**src/rtl/lfsr_pkg.sv**
```systemverilog
`default_nettype none
// ============================================================================
// Package  : lfsr_pkg
// Brief    : Shared types, constants and helpers for the LFSR stream checker.
// Revision : 1.0 - initial release
// ============================================================================
package lfsr_pkg;

    // Checker FSM states, explicit 2-bit encoding
    typedef enum logic [1:0] {
        ST_HUNT   = 2'd0,
        ST_VERIFY = 2'd1,
        ST_LOCKED = 2'd2
    } state_e;

    // Default tap mask: taps 32, 22, 2, 1
    localparam logic [31:0] DEFAULT_POLY = 32'h8020_0003;

    // Working width of the saturating adder; counters must be narrower
    localparam int SAT_W = 64;

    // Add b to a and clamp to the all-ones value of a w-bit counter
    function automatic logic [SAT_W-1:0] sat_add(
        input logic [SAT_W-1:0] a,
        input logic [SAT_W-1:0] b,
        input int               w
    );
        logic [SAT_W-1:0] max_v;
        logic [SAT_W-1:0] sum;
        max_v = (SAT_W'(1) << w) - SAT_W'(1);
        sum   = a + b;
        return (sum > max_v) ? max_v : sum;
    endfunction

endpackage
`default_nettype wire

```
**src/rtl/lfsr_step.sv**
```systemverilog
`default_nettype none
// ============================================================================
// Module   : lfsr_step
// Brief    : One Fibonacci LFSR step: shift left, feed back parity of taps.
// Revision : 1.0 - initial release
// ============================================================================
module lfsr_step
    import lfsr_pkg::*;
#(
    parameter int               WIDTH = 32,
    parameter logic [WIDTH-1:0] POLY  = WIDTH'(DEFAULT_POLY)
) (
    input  logic [WIDTH-1:0] state_i,
    output logic [WIDTH-1:0] next_o
);

    assign next_o = {state_i[WIDTH-2:0], ^(state_i & POLY)};

endmodule
`default_nettype wire

```
**src/rtl/lfsr_checker_sync.sv**
```systemverilog
`default_nettype none
// ============================================================================
// Module   : lfsr_checker_sync
// Brief    : PRBS/LFSR stream checker with self-seeding, lock tracking and
//            saturating word/bit error counters.
// Options  : LFSR_CHECKER_BIT_CNT_EN - implement bit_err_cnt (else tied 0)
// Revision : 1.0 - initial release
// ============================================================================
module lfsr_checker_sync
    import lfsr_pkg::*;
#(
    parameter int               WIDTH      = 32,
    parameter logic [WIDTH-1:0] POLY       = WIDTH'(DEFAULT_POLY),
    parameter int               LOCK_CNT   = 4,
    parameter int               UNLOCK_CNT = 8,
    parameter int               CNT_W      = 16
) (
    input  logic             clk,
    input  logic             reset_n,
    input  logic             dv_in,
    input  logic [WIDTH-1:0] datain,
    input  logic             clear_cnt,
    output logic             locked,
    output logic             error,
    output logic             error_sticky,
    output logic [CNT_W-1:0] word_err_cnt,
    output logic [CNT_W-1:0] bit_err_cnt
);

    localparam int MC_W = $clog2(LOCK_CNT + 1);
    localparam int UC_W = $clog2(UNLOCK_CNT + 1);

    state_e            state_q, state_d;
    logic [WIDTH-1:0]  exp_q, exp_d;
    logic [MC_W-1:0]   match_q, match_d;
    logic [UC_W-1:0]   mis_q, mis_d;
    logic              err_q, err_hit_w;
    logic              sticky_q, sticky_d;
    logic [CNT_W-1:0]  word_cnt_q, word_cnt_d;
    logic [WIDTH-1:0]  step_in_w, step_out_w;
    logic              hit_w;

    // While locked the checker free-runs from its own prediction, so a
    // corrupt word cannot poison the following expectations.
    assign step_in_w = (state_q == ST_LOCKED) ? exp_q : datain;
    assign hit_w     = (datain == exp_q);

    lfsr_step #(
        .WIDTH (WIDTH),
        .POLY  (POLY)
    ) u_step (
        .state_i (step_in_w),
        .next_o  (step_out_w)
    );

    // FSM next-state, expected-word and run-length counters
    always_comb begin
        state_d   = state_q;
        exp_d     = exp_q;
        match_d   = match_q;
        mis_d     = mis_q;
        err_hit_w = 1'b0;
        if (dv_in) begin
            case (state_q)
                ST_HUNT: begin
                    // An all-zero word is the LFSR lockup state; never seed from it
                    if (datain != '0) begin
                        exp_d   = step_out_w;
                        match_d = '0;
                        state_d = ST_VERIFY;
                    end
                end
                ST_VERIFY: begin
                    if (hit_w) begin
                        exp_d   = step_out_w;
                        match_d = match_q + MC_W'(1);
                        if (match_q == MC_W'(LOCK_CNT - 1)) begin
                            state_d = ST_LOCKED;
                            mis_d   = '0;
                        end
                    end else if (datain == '0) begin
                        match_d = '0;
                        state_d = ST_HUNT;
                    end else begin
                        exp_d   = step_out_w;
                        match_d = '0;
                    end
                end
                ST_LOCKED: begin
                    exp_d = step_out_w;
                    if (hit_w) begin
                        mis_d = '0;
                    end else begin
                        err_hit_w = 1'b1;
                        mis_d     = mis_q + UC_W'(1);
                        if (mis_q == UC_W'(UNLOCK_CNT - 1)) begin
                            state_d = ST_HUNT;
                        end
                    end
                end
                default: state_d = ST_HUNT;
            endcase
        end
    end

    // FSM and tracking registers
    always_ff @(posedge clk) begin
        if (!reset_n) begin
            state_q <= ST_HUNT;
            exp_q   <= '0;
            match_q <= '0;
            mis_q   <= '0;
            err_q   <= 1'b0;
        end else begin
            state_q <= state_d;
            exp_q   <= exp_d;
            match_q <= match_d;
            mis_q   <= mis_d;
            err_q   <= err_hit_w;
        end
    end

    // Word counter and sticky flag; clear wins over a same-cycle error
    always_comb begin
        word_cnt_d = word_cnt_q;
        sticky_d   = sticky_q;
        if (clear_cnt) begin
            word_cnt_d = '0;
            sticky_d   = 1'b0;
        end else if (err_hit_w) begin
            word_cnt_d = CNT_W'(sat_add(SAT_W'(word_cnt_q), SAT_W'(1), CNT_W));
            sticky_d   = 1'b1;
        end
    end

    // Word counter and sticky registers
    always_ff @(posedge clk) begin
        if (!reset_n) begin
            word_cnt_q <= '0;
            sticky_q   <= 1'b0;
        end else begin
            word_cnt_q <= word_cnt_d;
            sticky_q   <= sticky_d;
        end
    end

`ifdef LFSR_CHECKER_BIT_CNT_EN
    localparam int PC_W = $clog2(WIDTH + 1);

    logic [WIDTH-1:0] diff_w;
    logic [PC_W-1:0]  popcnt_w;
    logic [CNT_W-1:0] bit_cnt_q, bit_cnt_d;

    assign diff_w = datain ^ exp_q;

    // Population count of the bits that differ from the prediction
    always_comb begin
        popcnt_w = '0;
        for (int i = 0; i < WIDTH; i++) begin
            popcnt_w = popcnt_w + PC_W'(diff_w[i]);
        end
    end

    // Bit counter next value, saturating in a single step
    always_comb begin
        bit_cnt_d = bit_cnt_q;
        if (clear_cnt) begin
            bit_cnt_d = '0;
        end else if (err_hit_w) begin
            bit_cnt_d = CNT_W'(sat_add(SAT_W'(bit_cnt_q), SAT_W'(popcnt_w), CNT_W));
        end
    end

    // Bit counter register
    always_ff @(posedge clk) begin
        if (!reset_n) begin
            bit_cnt_q <= '0;
        end else begin
            bit_cnt_q <= bit_cnt_d;
        end
    end

    assign bit_err_cnt = bit_cnt_q;
`else
    assign bit_err_cnt = '0;
`endif

    assign locked       = (state_q == ST_LOCKED);
    assign error        = err_q;
    assign error_sticky = sticky_q;
    assign word_err_cnt = word_cnt_q;

endmodule
`default_nettype wire

```
**config.mk**
```make
export PLATFORM = sky130hd
export DESIGN_NAME = lfsr_checker_sync
export DESIGN_NICKNAME = d
export VERILOG_FILES = /design/src/rtl/lfsr_pkg.sv /design/src/rtl/lfsr_step.sv /design/src/rtl/lfsr_checker_sync.sv
export SDC_FILE = /design/constraint.sdc
export NUM_CORES = 1
export LEC_CHECK = 0
export CORE_ASPECT_RATIO = 2
export CORE_MARGIN = 2
export CORE_UTILIZATION = 38
export DETAILED_ROUTE_END_ITERATION = 16
export REMOVE_ABC_BUFFERS = 1
export SETUP_SLACK_MARGIN = 0.05
export SLEW_MARGIN = 20
export SYNTH_ARGS = -nofsm -noshare
export SYNTH_HDL_FRONTEND = slang
export SYNTH_SLANG_ARGS = --single-unit
```
**constraint.sdc**
```tcl
create_clock -name clk -period 2.45 [get_ports clk]
set_input_delay 0.49 -clock clk [delete_from_list [all_inputs] [get_ports clk]]
set_output_delay 0.49 -clock clk [all_outputs]
set_load 0.02 [all_outputs]
```
# Word level (Yosys, flattened, before mapping)
# Cells that the tools add are included.
# totals
reg_bits	59
input_bits	36
output_inout_bits	35
elab_cells	60
# op_classes
addsub	3
n_lt_le_gt_ge	1
eq_ne	13
mux	23
bitwise	1
reduce_logical	12
# op_table
operator	n
$mux W32	4
$pmux W32 S3	1
$eq A32 B32 Y1	1
$logic_not A32 Y1	1
$reduce_bool A32 Y1	1
$reduce_xor A32 Y1	1
$add A16 B1 Y17 const B	1
$gt A17 B16 Y1 const B	1
$mux W16	1
$mux W2	6
$mux W4	3
$ne A3 B3 Y1 const B	3
$ne A2 B2 Y1 const B	4
$pmux W4 S2	1
$reduce_and A4 Y1	2
$mux W3	2
$pmux W2 S3	1
$pmux W3 S2	1
$reduce_and A6 Y1	1
$add A4 B1 Y4 const B	1
$eq A4 B3 Y1 const B	1
$reduce_bool A2 Y1	2
$add A3 B1 Y3 const B	1
$eq A3 B2 Y1 const B	1
other kinds (9)	11

# Longest topological paths before layout
# depth
word_depth	6
depth_mapped	9
depth_no_buf	8

# Hierarchy
# Synthesis repeated with hierarchy kept, for this count alone.
# hier_totals
hier_cells	478
hier_area_um2	3993.8
# by_module_without_submodules
module	n_inst	cells_each	area_each_um2	seq_area_each_um2
lfsr_checker_sync	1	444	3734.8	1181.1
lfsr_step	1	34	259.0	0.0

# Worst setup path after synthesis
# Ideal clock, no wire load.
# synth_timing
path_kind	reg2reg
from	register word_cnt_q[1], in the netlist word_err_cnt[1]
to	register word_cnt_q[2], in the netlist word_err_cnt[2]
setup_time_ps	92
arrival_ps	2387
required_time_ps	2358
path_slack_ps	-28
path_stages_with_launch	10
n_path_buf	2
period_less_slack_ps	2478
path_cell_list	dfxtp_1 > ha_1 > buf_2 > nand4_1 > nor4_1 > nand2_1 > and2_0 > clkbuf_1 > and3_1 > nor4_1
# synth_via
elab_chain_len	3
# synth_lines
element	line	rtl
start, declared	lfsr_checker_sync.sv:39	logic [CNT_W-1:0] word_cnt_q, word_cnt_d;
start signal, assigned	lfsr_checker_sync.sv:142	word_cnt_q <= word_cnt_d;
$add A16 B1 Y17 (*)	lfsr_pkg.sv:31	sum = a + b;
$gt A17 B16 Y1	lfsr_pkg.sv:32	return (sum > max_v) ? max_v : sum;
$mux W16 (*)	lfsr_pkg.sv:32	
# Every way passes the cells marked *; elsewhere a longest branch is shown, timed or not.
# A chain may end at the register's enable or synchronous reset.

# Final worst setup path
# layout_timing
from	register exp_q[23]
to	register exp_q[22]
# layout_via
elab_chain_len	3
elab_cells_between_ends	5
classes_between	eq/ne (2); mux (2); reduce/logical (1)
# layout_lines
element	line	rtl
start, declared	lfsr_checker_sync.sv:34	logic [WIDTH-1:0] exp_q, exp_d;
start signal, assigned	lfsr_checker_sync.sv:116	exp_q <= exp_d;
$eq A32 B32 Y1 (*)	lfsr_checker_sync.sv:46	assign hit_w = (datain == exp_q);
$ne A3 B3 Y1 (no line) / $mux W32 (equally long branches)	--	
$reduce_and A4 Y1 (no line) / $pmux W32 S3 (equally long branches)	--	
# Marked as above.

==> impl_metrics.py <==
metrics = {
    "sta": {
        "fin_tns_setup_ns": 0,
        "min_period_over_period_pct": 94.2,
        "hold_viol_final": 0,
        "tightest_slew_ns": 0.581,
        "setup_viol": 0,
        "drv_slew": 0,
        "max_freq_mhz": 433,
        "final.setup_skew_ns": 0.00490,
        "worst_slack_ns": 0.141,
        "min_period_ns": 2.31,
        "max_slew_margin_pct": 61.3,
        "rsz0062_at_grt": "true",
    },
    "finish": {
        "syn_to_final_growth_pct": 46.2,
        "final_cells": 692,
        "layout.nets": 601,
        "postLayoutCoreUtil_pct": 57.2,
        "multi_input_area_mm2": 0.00261,
        "seq_area_mm2": 0.00119,
        "drive_gt1_share_pct": 34.7,
        "fillers": 904,
    },
    "global_route": {
        "grt_pass1_wl_um": 18500,
        "grt_max_degree": 37,
        "grtUsageTotal_pct": 22.1,
        "grt.overflow.total": 0,
        "grt_pass1_vias": 3771,
        "antenna_found_initial": 1,
    },
    "worst_setup_path": {
        "rrSetupSlack_ns": 0.14,
        "cp-end-kind": "flop",
        "critPathRequiredTime_ns": 2.70,
        "arrival_ns": 2.56,
        "critical_path_class": "flop to flop",
        "start_kind": "flop",
        "cp_max_fo": 14,
    },
    "floorplan": {
        "fp.dieArea_mm2": 0.0109,
        "boundaryPins": 71,
        "initial_core_util_pct": 39.1,
        "dieWidth_um": 74.9,
        "rows": 51,
        "core-area_mm2": 0.00976,
        "die_y_um": 146,
    },
    "clock_tree": {
        "clk_pin_slew_ns": 0.05,
        "cts_root_buf": "clkbuf_16",
        "cts_tree": "yes",
        "clock-sinks": 59,
        "clock_path_buffers": 2,
        "clock_insertion_delay_worst_skew_ns": 0.33,
        "cts_inserted_buffers": 9,
        "htreeDepth": 3,
    },
    "job": {
        "cap_violations": 0,
    },
    "logic_synthesis": {
        "synth-edff-count": 0,
        "synth_seq_cells": 59,
        "syn_area_per_cell_um2": 8.92,
        "async_flop_share_pct": 0,
        "yosys_warnings": 0,
        "ys_seq_area_share_pct": 30.9,
        "synth_cell_types": 50,
        "yosys_most_used_dff": "dfxtp_1",
        "postSynthCellCount": 428,
        "synth_area_mm2": 0.00382,
    },
    "power_and_ir_drop": {
        "ir_drop_mv": 0.322,
        "powerDensity_mw_per_mm2": 480,
        "p_leak_nw": 2.09,
    },
    "placed_design": {
        "place_inst": 658,
        "dp_worst_setup_slack_ns": -0.466,
        "port_buffers": 54,
        "place_congestion": 0.919,
        "dp_hpwl_um": 7950,
    },
    "routing": {
        "drtIter0Drc": 163,
        "drc": 0,
        "drt_pass1_iterations": 4,
        "avgViaCountPerCell": 5.40,
        "drt_wl_total_um": 11800,
        "wl_per_cell_um": 17.0,
        "dr_total_vias": 3739,
        "drtAntennaViolNets": 0,
    },
    "status": {
        "status": "finished clean",
    },
    "hold_path": {
        "hold_path_class": "flop to flop",
    },
}
## report_power, final
group          switching [mW]  total, mW  internal (mW)
Sequential             0.0449       1.05           1.00
Clock                   0.436       1.16          0.721
Combinational           0.240      0.474          0.234
Total                   0.721       2.68           1.96
## state kept, by name, indices dropped and copies added, names as in the netlist
name and cells:
match_q 3, error_sticky 1, exp_q 32, state_q 2, mis_q 4, error 1
word_err_cnt 16
## cell families after synthesis
group	count (synthesis)	share of synthesized area, %
simple gates	154	21.1
buf+inv	53	7.86
fa+ha+maj	9	2.95
other cells	1	0.0982
flops	59	30.9
mux	36	9.44
xor+xnor	41	9.40
compound gates	75	18.3
## through the flow
step | power, mW | hold WS (ns) | area, um^2
CTS | 2.67 | 0.454 | 5490
global placement | 1.45 | 0.438 | 4890
finish | 2.68 | 0.452 | 5580
global route | 2.78 | 0.483 | 5580
detailed placement | 1.46 | 0.447 | 4890
floorplan | 1.27 | 0.432 | 3610
## critical path: stages (launching register included)
cell and delay [ns]:
dfxtp_1 0.40, xnor2_1 0.18, nand4_1 0.19, nor4_4 0.33, nand2_2 0.14, a311oi_4 0.32
buf_6 0.15, buf_6 0.11, buf_12 0.14, nor2_1 0.06, a211oi_2 0.20
## per-layer routing
metal | wire length [um] | global-route usage [%]
met1 | 4180 | 22.7
met2 | 6570 | 39.9
met3 | 518 | 4.36
met4 | 528 | 11.8
met5 | 0 | 0
## worst paths after layout
check | from | endpoint | cells after the start
worst max-delay path | exp_q[23] | exp_q[22] | 10
worst min-delay path | match_q[2] | match_q[2] | 2
worst max register to register | exp_q[23] | exp_q[22] | 10
worst min register to register | match_q[2] | match_q[2] | 2
## cell usage in the layout (no fill, tap or decap), types with 4 or more instances in the layout
master,count
a31oi_1,4
nand2_1,23
dfxtp_2,6
nor2_1,52
clkbuf_2,16
conb_1,16
nand3b_1,5
xnor2_2,11
mux2i_1,36
nor4_2,6
buf_16,5
ha_1,7
a211oi_2,31
dlygate4sd2_1,12
buf_4,75
clkbuf_16,10
or3_1,8
xor2_1,4
nor3_1,9
clkdlybuf4s50_1,22
a21oi_1,13
inv_1,10
a211oi_1,6
nand3_1,7
xnor2_1,26
dfxtp_1,52
nand4_1,17
buf_6,7
nor4_4,7
## final cells by class
class	instances	share of cell area, %
diodes	1	0.0448
well taps	132	2.96
repair buffers	145	23.4
multi-input cells	331	46.8
inverters	10	0.672
flip-flops and latches	59	21.4
clock inverters	3	0.269
clock buffers	11	4.53
## cells in the mapped netlist, types with 4 or more instances
| master | number | area [um^2] |
|---|---|---|
| dfxtp_1 | 59 | 1180 |
| nor2_1 | 54 | 203 |
| xnor2_1 | 37 | 324 |
| mux2i_1 | 36 | 360 |
| a211oi_2 | 28 | 350 |
| nand2_1 | 24 | 90.1 |
| buf_4 | 19 | 143 |
| nand4_1 | 17 | 106 |
| clkbuf_1 | 14 | 52.6 |
| a21oi_1 | 13 | 65.1 |
| nor4_1 | 13 | 81.3 |
| inv_1 | 10 | 37.5 |
| a211oi_1 | 9 | 67.6 |
| ha_1 | 9 | 113 |
| nor3_1 | 9 | 45.0 |
| or3_1 | 8 | 50.1 |
| nand3_1 | 7 | 35.0 |
| buf_2 | 5 | 25.0 |
| nand3b_1 | 5 | 37.5 |
| a31oi_1 | 4 | 25.0 |
| xor2_1 | 4 | 35.0 |
## what timing repair did
item,CTS,global route
resized for setup,63,65
setup endpoints to repair,39,52
cloned,5,1
hold buffers,0,0
setup buffers,12,2
pin swaps,23,37
Power figures use the tool's default switching activity.
